--- src/rtl/shift_seq_pkg.sv ---
// Shared types and defaults for the shift sequencer.
package shift_seq_pkg;

    localparam int unsigned DefWidth = 8;
    localparam int unsigned DefAmtW  = 3;

    typedef enum logic [1:0] {
        StIdle  = 2'd0,
        StShift = 2'd1,
        StDone  = 2'd2
    } state_e;

endpackage

--- src/rtl/shift_step.sv ---
// Combinational one-position left-shift stage; passes d through when en is low.
module shift_step #(
    parameter int unsigned WIDTH = shift_seq_pkg::DefWidth
) (
    input  logic             en,
    input  logic             fill,
    input  logic [WIDTH-1:0] d,
    output logic [WIDTH-1:0] q
);

    always_comb begin
        q = en ? {d[WIDTH-2:0], fill} : d;
    end

endmodule

--- src/rtl/shift_sequencer.sv ---
// Multi-cycle left shifter iterating shift_step once per clock.
// Define SHIFT_SEQ_ROTATE_EN to rotate (fill with the MSB) instead of shifting in zeros.
module shift_sequencer
    import shift_seq_pkg::*;
#(
    parameter int unsigned WIDTH = DefWidth,
    parameter int unsigned AMT_W = DefAmtW
) (
    input  logic             clk,
    input  logic             rst,
    input  logic             in_valid,
    output logic             in_ready,
    input  logic [WIDTH-1:0] in_data,
    input  logic [AMT_W-1:0] in_amt,
    output logic             out_valid,
    input  logic             out_ready,
    output logic [WIDTH-1:0] out_data,
    output logic             busy
);

    state_e           state_q, state_d;
    logic [WIDTH-1:0] data_q, data_d;
    logic [AMT_W-1:0] cnt_q, cnt_d;
    logic [WIDTH-1:0] step_q;
    logic             step_en;
    logic             fill;

`ifdef SHIFT_SEQ_ROTATE_EN
    assign fill = data_q[WIDTH-1];
`else
    assign fill = 1'b0;
`endif

    assign step_en = (state_q == StShift);

    shift_step #(
        .WIDTH(WIDTH)
    ) u_step (
        .en  (step_en),
        .fill(fill),
        .d   (data_q),
        .q   (step_q)
    );

    always_comb begin
        state_d = state_q;
        data_d  = data_q;
        cnt_d   = cnt_q;
        unique case (state_q)
            StIdle: begin
                if (in_valid) begin
                    data_d  = in_data;
                    cnt_d   = in_amt;
                    state_d = (in_amt != '0) ? StShift : StDone;
                end
            end
            StShift: begin
                data_d = step_q;
                cnt_d  = cnt_q - AMT_W'(1);
                if (cnt_q == AMT_W'(1)) begin
                    state_d = StDone;
                end
            end
            StDone: begin
                if (out_ready) begin
                    state_d = StIdle;
                end
            end
            default: state_d = StIdle;
        endcase
    end

    // Reset wins over any handshake; an in-flight request is dropped.
    always_ff @(posedge clk) begin
        if (rst) begin
            state_q <= StIdle;
            data_q  <= '0;
            cnt_q   <= '0;
        end else begin
            state_q <= state_d;
            data_q  <= data_d;
            cnt_q   <= cnt_d;
        end
    end

    always_comb begin
        in_ready  = (state_q == StIdle);
        out_valid = (state_q == StDone);
        busy      = (state_q == StShift) || (state_q == StDone);
        out_data  = data_q;
    end

endmodule

--- config.mk ---
export PLATFORM = sky130hd
export DESIGN_NAME = shift_sequencer
export DESIGN_NICKNAME = d
export VERILOG_FILES = /design/src/rtl/shift_seq_pkg.sv /design/src/rtl/shift_step.sv /design/src/rtl/shift_sequencer.sv
export SDC_FILE = /design/constraint.sdc
export NUM_CORES = 1
export LEC_CHECK = 0
export CORE_MARGIN = 4
export CORE_UTILIZATION = 44
export DETAILED_ROUTE_END_ITERATION = 7
export MAX_ROUTING_LAYER = met4
export PLACE_DENSITY = 0.81
export SLEW_MARGIN = 15
export SYNTH_ARGS = -nofsm -noshare
export SYNTH_HDL_FRONTEND = slang
export SYNTH_SLANG_ARGS = --single-unit
--- constraint.sdc ---
create_clock -name clk -period 2.2 [get_ports clk]
set_clock_uncertainty 0.15 [all_clocks]
set_input_delay 0.44 -clock clk [delete_from_list [all_inputs] [get_ports clk]]
set_output_delay 0.44 -clock clk [all_outputs]
set_load 0.1 [all_outputs]
# Word-level counts from Yosys, hierarchy flattened
# Index checks and enable logic that the tools add are counted.
[word_totals]
input_bits = 15
ff_bits = 13
word_cells = 25
out_inout_bits = 11
[op_classes]
muxes = 9
reduce_logical = 6
n_eq_ne = 6
add_sub_neg = 1
[ops]
columns = ["op", "count"]
rows = [
  ["8-bit one-hot mux with 2 select lines", 1],
  ["2-bit two-way mux", 4],
  ["8-bit two-way mux", 1],
  ["2-bit one-hot mux with 3 select lines", 1],
  ["3-bit one-hot mux with 2 select lines", 1],
  ["2-bit by 1-bit != test with 1-bit output, second input constant", 2],
  ["3-bit by 1-bit == test with 1-bit output, second input constant", 1],
  ["3-bit two-way mux", 1],
  ["3-bit AND reduction", 1],
  ["3-bit nonzero test", 1],
  ["3-bit by 1-bit subtractor with 3-bit output, second input constant", 1],
  ["2-bit by 1-bit == test with 1-bit output, second input constant", 1],
  ["2-bit == test, second input constant", 1],
  ["2-bit logical NOT", 1],
  ["2-bit != test, second input constant", 1],
  ["2-bit AND reduction", 1],
  ["2-bit nonzero test", 1],
  ["1-bit logical OR", 1],
]

# Logic depth before layout (Yosys ltp)
# Gate-level depths: netlist of the first run.
[logic_depth]
depth_word = 4
mapped_depth = 7
depth_no_buf = 5

# Cells and area by module
# Synthesis of the first run repeated with hierarchy kept, for this count alone.
[unflattened]
hier_cells = 87
area_unflattened_um2 = 912.1
[by_module_without_submodules]
columns = ["module", "instances", "seq_area_each_um2", "cells_each", "area_per_inst_um2"]
rows = [
  ["shift_sequencer", 1, 260.2, 78, 780.7],
  ["shift_step", 1, 0.0, 9, 131.4],
]

# Worst setup path before layout of the first run
# No wires, ideal clock.
[synth_path]
path_kind = "reg2reg"
startpoint = "register state_q[0]"
endpoint = "register cnt_q[2]"
setup_ns = 0.140
arrival_time_ns = 1.937
path_stages_with_launch = 7
setup_slack_ns = -0.028
n_path_buf = 1
period_less_slack_ns = 2.228
required_ns = 1.910
cell_sequence = "dfxtp_1 -> inv_1 -> ha_1 -> mux2_4 -> buf_12 -> o21ai_2 -> a21oi_2"
[synth_between]
elab_chain_len = 3
word_cells_on_any_way = 6
classes_between = "eq/ne: 2; mux: 1; reduce/logical: 3"
[synth_rtl]
columns = ["element", "line", "rtl"]
rows = [
  ["start: declaration", "shift_sequencer.sv:21", "state_e state_q, state_d;"],
  ["start signal: assignment", "shift_sequencer.sv:76", "state_q <= StIdle;"],
  ["start signal: assignment", "shift_sequencer.sv:80", "state_q <= state_d;"],
  ["2-bit logical NOT *", "--", ""],
  ["named net in_ready", "shift_sequencer.sv:12", "output logic in_ready,"],
  ["2-bit != test (no line) / 2-bit nonzero test (equally long branches)", "--", ""],
  ["2-bit AND reduction (no line)", "--", ""],
  ["end signal: assignment", "shift_sequencer.sv:82", "cnt_q <= cnt_d;"],
  ["end: declaration", "shift_sequencer.sv:23", "logic [AMT_W-1:0] cnt_q, cnt_d;"],
]
# Mark *: on every way through the listed nets, which the timed path passes. The rest lies on a longest branch.
# A chain may end at the register's enable or synchronous reset.

# Worst setup path after layout of the first run
[layout_path]
startpoint = "register state_q[0]"
endpoint = "output port busy"
[layout_between]
elab_chain_len = 2
word_cells_on_any_way = 3
classes_between = "eq/ne: 2; reduce/logical: 1"
[layout_rtl]
columns = ["element", "line", "rtl"]
rows = [
  ["2-bit by 1-bit == test with 1-bit output / 2-bit == test (equally long branches)", "shift_sequencer.sv:89", "busy = (state_q == StShift) || (state_q == StDone);"],
  ["1-bit logical OR *", "shift_sequencer.sv:89", ""],
  ["end: declaration", "shift_sequencer.sv:18", "output logic busy"],
]
# Every way passes the cells marked *; elsewhere a longest branch is shown, timed or not.

==> PnR_summary.wiki, run 1 <==
{| class="wikitable"
! Metric !! Value
|-
| Max-cap violations || 0
|-
| Clk_lat worst skew || 270 ps
|-
| Number of pins with negative max-slew slack in the final report || 0
|-
| Met2 usage in global routing || 23.9%
|-
| Crit Path Max Fanout || 3
|-
| Top_reg_cell synth || dfxtp_1
|-
| Fraction of registers with async set or reset after synthesis || 0%
|-
| Startpoint types || flip-flop
|-
| Setup TNS after final layout || 0 ps
|-
| Shortest clock period the worst path allows after layout || 1800 ps
|-
| Critical Path, Cell by Cell || inv_1, ha_2, buf_12
|-
| Count of antenna diodes in the layout || 0
|-
| Core ar. || 1730 um2
|-
| Portion of the clock cycle consumed by the worst path in the final layout || 81.8%
|-
| Number of gates resized after CTS || 0
|-
| Kind of path behind the tightest hold check || reg2reg
|-
| CTS sink cnt || 13
|-
| Library cell with the highest instance count after synthesis || dfxtp_1
|-
| Number of buffers inserted by post-CTS setup repair || 0
|-
| Router iterations before antenna repair || 2
|-
| Average wire per standard cell || 12.3 um
|-
| Cell types with the highest counts after synthesis || dfxtp_1, mux2i_1, a211oi_2, nor2_1, inv_1
|-
| DRC violations left || 0
|-
| Initial antenna violation count || 0
|-
| Highest-delay cell along the critical path || dfxtp_1
|-
| Number of levels the H-tree was split into || 1
|-
| Y dimension of the die || 50.5 um
|-
| Result of the run || completed
|-
| Clock root cell || clkbuf_4
|-
| Vias after detailed routing || 633
|-
| Number of nets with antenna violations after detailed routing || 0
|-
| Gp weighted congestion || 0.769
|-
| Synth Warn # || 0
|-
| Cell taking the most area after synthesis || dfxtp_1
|-
| Row count || 15
|-
| Clock transition at the registers of the reported paths || 80 ps
|-
| Endpoint type of the worst setup path || output port
|-
| Global-route layer with the greatest usage || met2
|-
| Setup-violating endpoint count in the final report || 0
|-
| Proportion of layout cells with a drive suffix above 1 || 33.3%
|-
| Per-instance average area after synthesis || 10.3 um2
|-
| Clock buffer depth || 2
|-
| Global-route wire length before repair || 2730 um
|-
| Post-Synthesis Cell Area || 795 um2
|-
| X dimension of the die || 50.5 um
|-
| Overall routed net length || 1600 um
|-
| Number of buffers created by CTS || 3
|-
| Peak clock frequency supported by timing || 556 MHz
|-
| Crit path arrival time || 1210 ps
|-
| Setup repair after global routing missed its margin || false
|-
| Pin count of the biggest net entering global routing || 20
|-
| Worst slew pin tran || 449 ps
|-
| Path type of the worst setup path || reg2out
|-
| Via density per instance || 4.87
|-
| Unique cell type count in the Yosys netlist || 26
|-
| I/O pin count || 26
|-
| Number of violations reported at the end of detailed-routing iteration 0 || 4
|-
| Synthesized Nets || 97
|-
| Effective utilization at floorplan || 46.0%
|-
| Number of hold buffers added after CTS || 0
|-
| Max stage delay on crit path || 360 ps
|-
| Area growth syn-to-layout || 37.8%
|-
| Data required time of the critical path || 1610 ps
|-
| IO Port Bufs || 25
|-
| Die area || 2550 um2
|-
| Register bit total from synthesis || 13
|-
| Sequential area share after synthesis || 32.8%
|-
| Net total in the final layout || 126
|-
| Number of enable-type register cells in the synthesized netlist || 0
|-
| Residual overflow from global routing || 0
|-
| Count of mapped cells out of synthesis || 77
|-
| TritonCTS clock tree || yes
|-
| Tightest slew margin relative to the limit || 70.1%
|-
| Overall track demand over capacity in global routing || 14.4%
|-
| Portion of synthesized cell area occupied by the leading cell type || 32.8%
|-
| Met3 track demand over resource || 4.75%
|-
| Number of global-route vias before repair || 652
|-
| Number of fill cells in the layout || 154
|-
| Routing usage on met1 || 16.0%
|-
| Top cells by area, synth || dfxtp_1, a211oi_2, mux2i_1, ha_1, nor2_1
|-
| Number of failing hold endpoints at the final stage || 0
|}
-- area by class of cell --
class	count	area [um2]	area share, %
Tap cell	25	31.3	2.86
Inverter	7	26.3	2.40
Multi-Input combinational cell	53	468	42.7
Timing Repair Buffer	28	283	25.8
Sequential cell	13	260	23.8
Clock buffer	4	26.3	2.40
-- cell families (layout without fill, tap and decap cells) --
group           count (synthesis)  count (layout)  share of synthesized area, %
compound gates                 20              20                          24.4
mux                            11              11                          14.5
buf+inv                        11              39                          8.66
flops                          13              13                          32.8
simple gates                   17              17                          11.8
fa+ha+maj                       5               5                          7.87
-- critical path, delay by kind of cell, from the launching register on --
family,cells,cell delay [ps]
adder cells (fa/ha/maj),1,340
buffers and inverters,2,240
flip-flops,1,360
-- state kept, by name, indices dropped and copies added (netlist names) --
register  count
cnt_q         3
out_data      8
state_q       2
-- per-layer routing --
layer,vias up,part of all wire [%]
met5,-,0
met4,0,1.4
met3,4,6.1
met2,15,51
met1,286,42
li1,328,-
-- cells in the final DEF, fill, tap and decap left out --
cell and count:
a211oi_1 2, a211oi_2 8, a21oi_1 1, a21oi_2 2
a221o_1 1, and2b_2 2, and3b_2 1, buf_12 3
buf_4 11, clkbuf_1 1, clkbuf_4 3, clkdlybuf4s50_1 14
dfxtp_1 13, ha_1 4, ha_2 1, inv_1 7
mux2_4 1, mux2i_1 10, nand2_1 2, nand2b_1 1
nand3b_1 1, nor2_1 8, nor2b_1 1, nor2b_2 1
o21ai_0 1, o21ai_2 2, o311ai_0 1, o31ai_1 2
-- through the flow --
step	setup WS, ps	util [%]	std cells	instance area, um2	hold WS (ps)
floorplan	246	-	77	797	306
global placement	386	61.9	126	1070	319
detailed placement	307	61.9	126	1070	323
CTS	390	63.4	130	1090	333
global route	283	63.4	130	1090	364
finish	401	63.4	130	1090	331
-- worst paths after layout --
path | start | end | slack [ps] | cells after the start
worst max register to register | state_q[1] | out_data[3] | 440 | 5
worst min-delay path | out_data[0] | out_data[0] | 330 | 2
worst max-delay path | state_q[0] | busy | 400 | 3
worst min register to register | out_data[0] | out_data[0] | 330 | 2
Power of run 1 is not shown: default switching activity piles up to over one toggle a cycle in this logic, so the estimate is an artifact.
==> inputs of run 2 (changes only) <==
--- a/config.mk
+++ b/config.mk
@@ -6,10 +6,10 @@
 export NUM_CORES = 1
 export LEC_CHECK = 0
 export CORE_MARGIN = 4
-export CORE_UTILIZATION = 44
+export CORE_UTILIZATION = 40
 export DETAILED_ROUTE_END_ITERATION = 7
 export MAX_ROUTING_LAYER = met4
-export PLACE_DENSITY = 0.81
+export PLACE_DENSITY = 0.78
 export SLEW_MARGIN = 15
 export SYNTH_ARGS = -nofsm -noshare
 export SYNTH_HDL_FRONTEND = slang
==> constraint.sdc (replaced) <==
create_clock -name clk -period 1.6 [get_ports clk]
set_clock_uncertainty 0.15 [all_clocks]
set_input_delay 0.32 -clock clk [delete_from_list [all_inputs] [get_ports clk]]
set_output_delay 0.32 -clock clk [all_outputs]
set_load 0.1 [all_outputs]
==> run 2 against run 1 <==
  * Cell count increased by 5.4%
  * Critical path depth increased by 3
  * Flip-flop and latch count unchanged
  * Clock-buffer cell count unchanged
  * The flow now finishes with violations (setup timing)
==> PnR_summary.wiki, run 2 (same netlist as run 1, synthesis figures left out) <==
{| class="wikitable"
! Metric !! Value
|-
| Max stage delay on crit path || 370 ps (about the same)
|-
| Effective utilization at floorplan || 44.1% (-1.9 points)
|-
| Shortest clock period the worst path allows after layout || 1620 ps
|-
| X dimension of the die || 52.6 um (+4.1%)
|-
| Initial antenna violation count || 0 (unchanged)
|-
| Router iterations before antenna repair || 2 (unchanged)
|-
| Overall routed net length || 1860 um (+16%)
|-
| Number of levels the H-tree was split into || 1 (unchanged)
|-
| IO Port Bufs || 25 (unchanged)
|-
| Number of failing hold endpoints at the final stage || 0 (unchanged)
|-
| Setup-violating endpoint count in the final report || 2 (+2)
|-
| Min setup slack post-route || -16.6 ps (-417 ps)
|-
| Number of flip-flops in the largest register || 8 (unchanged)
|-
| Number of nets with antenna violations after detailed routing || 0 (unchanged)
|-
| Setup TNS after final layout || -23.1 ps (-23.1 ps)
|-
| Number of violations reported at the end of detailed-routing iteration 0 || 8 (+4)
|-
| Pin count of the biggest net entering global routing || 12 (-40%)
|-
| Y dimension of the die || 52.6 um (+4.1%)
|-
| Max-cap violations || 0 (unchanged)
|-
| HPWL reported at the end of detailed placement || 1390 um
|-
| Clock root cell || clkbuf_4
|-
| Overall track demand over capacity in global routing || 16.5% (+2.1 points)
|-
| Row count || 15 (unchanged)
|-
| Kind of path behind the tightest hold check || reg2reg
|-
| Startpoint types || flip-flop
|-
| Residual overflow from global routing || 0 (unchanged)
|-
| Data required time of the critical path || 1630 ps (+20 ps)
|-
| Proportion of layout cells with a drive suffix above 1 || 43.8% (+10 points)
|-
| TritonCTS clock tree || yes
|-
| Global-route wire length before repair || 3330 um (+22%)
|-
| Portion of the clock cycle consumed by the worst path in the final layout || 101%
|-
| Number of buffers created by CTS || 3 (unchanged)
|-
| Setup slack, reg-to-reg || -20 ps (-460 ps)
|-
| Number of placed cells counting well taps || 130 (+3.2%)
|-
| Net total in the final layout || 133 (+5.6%)
|-
| Average wire per standard cell || 13.6 um (+10%)
|-
| Most frequent standard cell in the layout excluding fill and tap cells || clkdlybuf4s50_1
|-
| Count of antenna diodes in the layout || 0 (unchanged)
|-
| Path type of the worst setup path || reg2reg
|-
| Gp weighted congestion || 0.811 (+5.4%)
|-
| CTS sink cnt || 13 (unchanged)
|-
| Most frequent cells in the layout || clkdlybuf4s50_1, buf_12, dfxtp_1
|-
| Setup repair after global routing missed its margin || true
|-
| Number of fill cells in the layout || 120 (-22%)
|-
| Number of pins with negative max-slew slack in the final report || 0 (unchanged)
|-
| Die area || 2760 um2 (+8.4%)
|-
| Non-filler instance count after layout || 137 (+5.4%)
|-
| Crit Path Max Fanout || 3 (unchanged)
|-
| DRC violations left || 0 (unchanged)
|-
| Clock transition at the registers of the reported paths || 70 ps (about the same)
|-
| Result of the run || finished with violations
|-
| Core ar. || 1800 um2 (+4.3%)
|-
| Via density per instance || 5.11 (+4.9%)
|-
| Clk_lat worst skew || 270 ps (about the same)
|-
| Worst slew pin tran || 295 ps (-154 ps)
|-
| I/O pin count || 26 (unchanged)
|-
| Peak clock frequency supported by timing || 619 MHz
|-
| Highest-delay cell along the critical path || dfxtp_4
|-
| Critical Path, Cell by Cell || inv_4, buf_12, ha_4, nor2b_1, a221o_1, a211oi_1
|-
| Crit path arrival time || 1650 ps (+440 ps)
|-
| Violated checks || setup timing
|-
| Clock buffer depth || 2 (unchanged)
|-
| Number of global-route vias before repair || 746 (+14%)
|-
| Endpoint type of the worst setup path || flip-flop
|-
| Area growth syn-to-layout || 66.1%
|-
| Vias after detailed routing || 700 (+11%)
|-
| Tightest slew margin relative to the limit || 80.1% (+10 points)
|}
-- run 2: cell types whose count changed in the layout (fill, tap and decap cells not counted), sizes merged --
cell  before  now
buf       14   20
mux2       1    2
-- run 2: final timing paths --
check	start	to	cells after the start
setup reg to reg	state_q[0]	state_q[1]	6
setup / recovery	state_q[0]	state_q[1]	6
hold reg to reg	out_data[0]	out_data[0]	2
hold / removal	out_data[0]	out_data[0]	2
-- run 2: critical path: cells and delay by family, from the launching register on --
kind / cells / cell delay, ps
adder cells (fa/ha/maj): 1 / 150
AO/OA/AOI/OAI: 2 / 540
flip-flops: 1 / 370
AND/OR/NAND/NOR: 1 / 140
buffers and inverters: 2 / 160
-- run 2: through the flow --
stage,setup slack (ps),cell area (um2),hold slack (ps),utilization (%)
after CTS,-20.6,1310,357,72.6
final,-16.6,1320,357,73.3
after global routing,-47.3,1320,395,73.3
after floorplan,-94.5,822,235,-
after global placement,-105,1220,321,67.9
after detailed placement,-176,1220,335,67.9
-- run 2: final cells by class --
cell class	instances	area [um2]	share of cell area [%]
clock buffer	4	26.3	1.99
inverter	7	28.8	2.18
multi-input combinational	54	512	38.8
sequential	13	265	20.1
tap	25	31.3	2.37
timing repair buffer	34	457	34.6
-- run 2: metal layers --
metal | share of wire [%] | global-route usage [%] | up-vias
li1 | - | - | 349
met1 | 40 | 17.7 | 337
met2 | 55 | 30.2 | 12
met3 | 4.1 | 4.56 | 2
met4 | 0.38 | 3.40 | 0
met5 | 0 | - | -
-- run 2: what timing repair did --
action,in CTS,in global routing
gates resized for setup,2,4
hold endpoints to repair,0,0
pin swaps,2,1
setup endpoints to repair,10,15
cloned,1,0
hold buffers,0,0
buffers inserted,2,0
Power of run 2 is left out for the same reason.
==> inputs of run 3 (changes only) <==
--- a/config.mk
+++ b/config.mk
@@ -5,11 +5,13 @@
 export SDC_FILE = /design/constraint.sdc
 export NUM_CORES = 1
 export LEC_CHECK = 0
+export CELL_PAD_IN_SITES_DETAIL_PLACEMENT = 0
+export CELL_PAD_IN_SITES_GLOBAL_PLACEMENT = 1
 export CORE_MARGIN = 4
-export CORE_UTILIZATION = 40
+export CORE_UTILIZATION = 30
 export DETAILED_ROUTE_END_ITERATION = 7
 export MAX_ROUTING_LAYER = met4
-export PLACE_DENSITY = 0.78
+export PLACE_DENSITY = 0.77
 export SLEW_MARGIN = 15
 export SYNTH_ARGS = -nofsm -noshare
 export SYNTH_HDL_FRONTEND = slang
==> run 3 against run 2 <==
  * Cell area is 3.1% higher
  * Flip-flop and latch count stayed put
  * Largest cell class unchanged
  * Critical path depth is 2 lower
  * The flow now finishes without violations
  * Via count is 3.0% lower
==> PnR_summary.wiki, run 3 (same netlist as run 1, synthesis figures left out) <==
{| class="wikitable"
! Metric !! Value
|-
| Result of the run || completed
|-
| Setup-violating endpoint count in the final report || 0 (-2)
|-
| Number of flip-flops in the largest register || 8 (unchanged)
|-
| Met2 wire length || 852 um (-17%)
|-
| Core ar. || 2500 um2 (+39%)
|-
| Cell depth of the worst hold path || 2 (unchanged)
|-
| Net total in the final layout || 136 (+2.3%)
|-
| Router iterations before antenna repair || 4 (+2)
|-
| Pin count of the biggest net entering global routing || 12 (unchanged)
|-
| I/O pin count || 26 (unchanged)
|-
| TritonCTS clock tree || yes
|-
| Number of gates on the worst path with buffers counted || 4 (-2)
|-
| Count of antenna diodes in the layout || 0 (unchanged)
|-
| Global-route wire length before repair || 3060 um (-8.1%)
|-
| Max stage delay on crit path || 370 ps (about the same)
|-
| Portion of the clock cycle consumed by the worst path in the final layout || 99.6% (-1.5 points)
|-
| Die area || 3540 um2 (+28%)
|-
| Max-cap violations || 0 (unchanged)
|-
| Number of global-route vias before repair || 703 (-5.8%)
|-
| Clock buffer depth || 2 (unchanged)
|-
| Proportion of layout cells with a drive suffix above 1 || 47.0% (+3.2 points)
|-
| Crit path buffers/inverters || 3 (+1)
|-
| Data required time of the critical path || 1130 ps (-500 ps)
|-
| Delay-heaviest family, CP || flip-flops
|-
| Gp weighted congestion || 0.791 (-2.4%)
|-
| Clk_lat worst skew || 270 ps (about the same)
|-
| Number of violations reported at the end of detailed-routing iteration 0 || 4 (-4)
|-
| Non-filler instance count after layout || 145 (+5.8%)
|-
| Peak clock frequency supported by timing || 628 MHz (+1.5%)
|-
| Length of routed wiring on met1 || 795 um (+5.7%)
|-
| Initial antenna violation count || 0 (unchanged)
|-
| Worst Setup Slack post-DPL || -134 ps (+42.2 ps)
|-
| Overall routed net length || 1800 um (-3.3%)
|-
| Number of buffers created by CTS || 3 (unchanged)
|-
| Setup repair after global routing missed its margin || true
|-
| Tightest slew margin relative to the limit || 79.5% (-0.65 points)
|-
| CTS sink cnt || 13 (unchanged)
|-
| Crit path arrival time || 1120 ps (-530 ps)
|-
| Endpoint type of the worst setup path || output port
|-
| Crit Path Max Fanout || 3 (unchanged)
|-
| HPWL reported at the end of detailed placement || 1350 um (-2.9%)
|-
| Most frequent standard cell in the layout excluding fill and tap cells || clkdlybuf4s50_1
|-
| Kind of path behind the tightest hold check || reg2reg
|-
| Startpoint types || flip-flop
|-
| Number of pins with negative max-slew slack in the final report || 0 (unchanged)
|-
| Min setup slack post-route || 7.19 ps (+23.8 ps)
|-
| X dimension of the die || 59.5 um (+13%)
|-
| Average wire per standard cell || 12.4 um (-8.7%)
|-
| Via density per instance || 4.68 (-8.4%)
|-
| Area growth syn-to-layout || 71.3%
|-
| Effective utilization at floorplan || 31.8% (-12 points)
|-
| Path type of the worst setup path || reg2out
|-
| Met3 WL || 150 um (+97%)
|-
| Overall track demand over capacity in global routing || 11.7% (-4.8 points)
|-
| Residual overflow from global routing || 0 (unchanged)
|-
| Row count || 18 (+3)
|-
| Number of levels the H-tree was split into || 1 (unchanged)
|-
| Y dimension of the die || 59.5 um (+13%)
|-
| Shortest clock period the worst path allows after layout || 1590 ps (-23.8 ps)
|-
| DRC violations left || 0 (unchanged)
|-
| Critical Path, Cell by Cell || inv_4, ha_4, buf_6, buf_12
|-
| Count of cells along the worst register-to-register path || 6 (unchanged)
|-
| Worst slew pin tran || 304 ps (+9.65 ps)
|-
| Vias after detailed routing || 679 (-3.0%)
|-
| Number of placed cells counting well taps || 138 (+6.2%)
|-
| Top routing layer used || met3
|-
| Clock root cell || clkbuf_4
|-
| Most frequent cells in the layout || clkdlybuf4s50_1, buf_12, dfxtp_1
|-
| Highest-delay cell along the critical path || dfxtp_4
|-
| IO Port Bufs || 25 (unchanged)
|-
| Number of nets with antenna violations after detailed routing || 0 (unchanged)
|-
| Number of failing hold endpoints at the final stage || 0 (unchanged)
|-
| Clock transition at the registers of the reported paths || 80 ps (about the same)
|}
run 3: metrics by stage:
stage / cell area, um2 / TNS (ps) / hold WS [ps] / util (%)
2_1_floorplan: 822 / -791 / 235 / -
3_3_place_gp: 1260 / -597 / 320 / 50.6
3_5_place_dp: 1260 / -1160 / 333 / 50.6
4_1_cts: 1350 / -22.1 / 358 / 53.9
5_1_grt: 1360 / -109 / 375 / 54.5
6_report: 1360 / 0 / 360 / 54.5
run 3: worst paths after layout:
check                endpoint        from  slack (ps)
setup / recovery     in_ready  state_q[0]           7
hold / removal     state_q[1]  state_q[1]         360
setup reg to reg  out_data[4]  state_q[0]          70
hold reg to reg    state_q[1]  state_q[1]         360
run 3: layout make-up:
type | instances | area (um2)
fill | 229 | 1140
clock buffer | 4 | 26.3
multi-input combinational | 54 | 518
timing repair buffer | 37 | 483
tap | 30 | 37.5
sequential | 13 | 265
inverter | 7 | 31.3
run 3: layer usage:
metal  vias to the layer above  global-route usage (%)
li1                        350                       -
met1                       311                    14.5
met2                        18                    18.1
met3                         0                    3.27
met4                         0                    3.88
met5                         -                       -
run 3: tightest hold or removal path: stages, from the launching register on:
cell      delay, ps
dfxtp_2         340
inv_4            70
a211oi_2         60
run 3: repair_timing:
action	in CTS	in global routing
cloned	1	0
hold buffers	0	0
pin swaps	2	2
setup endpoints to repair	13	9
gates resized for setup	5	5
endpoints found under the hold margin	0	0
setup buffers	2	0
Power of run 3 is left out for the same reason.
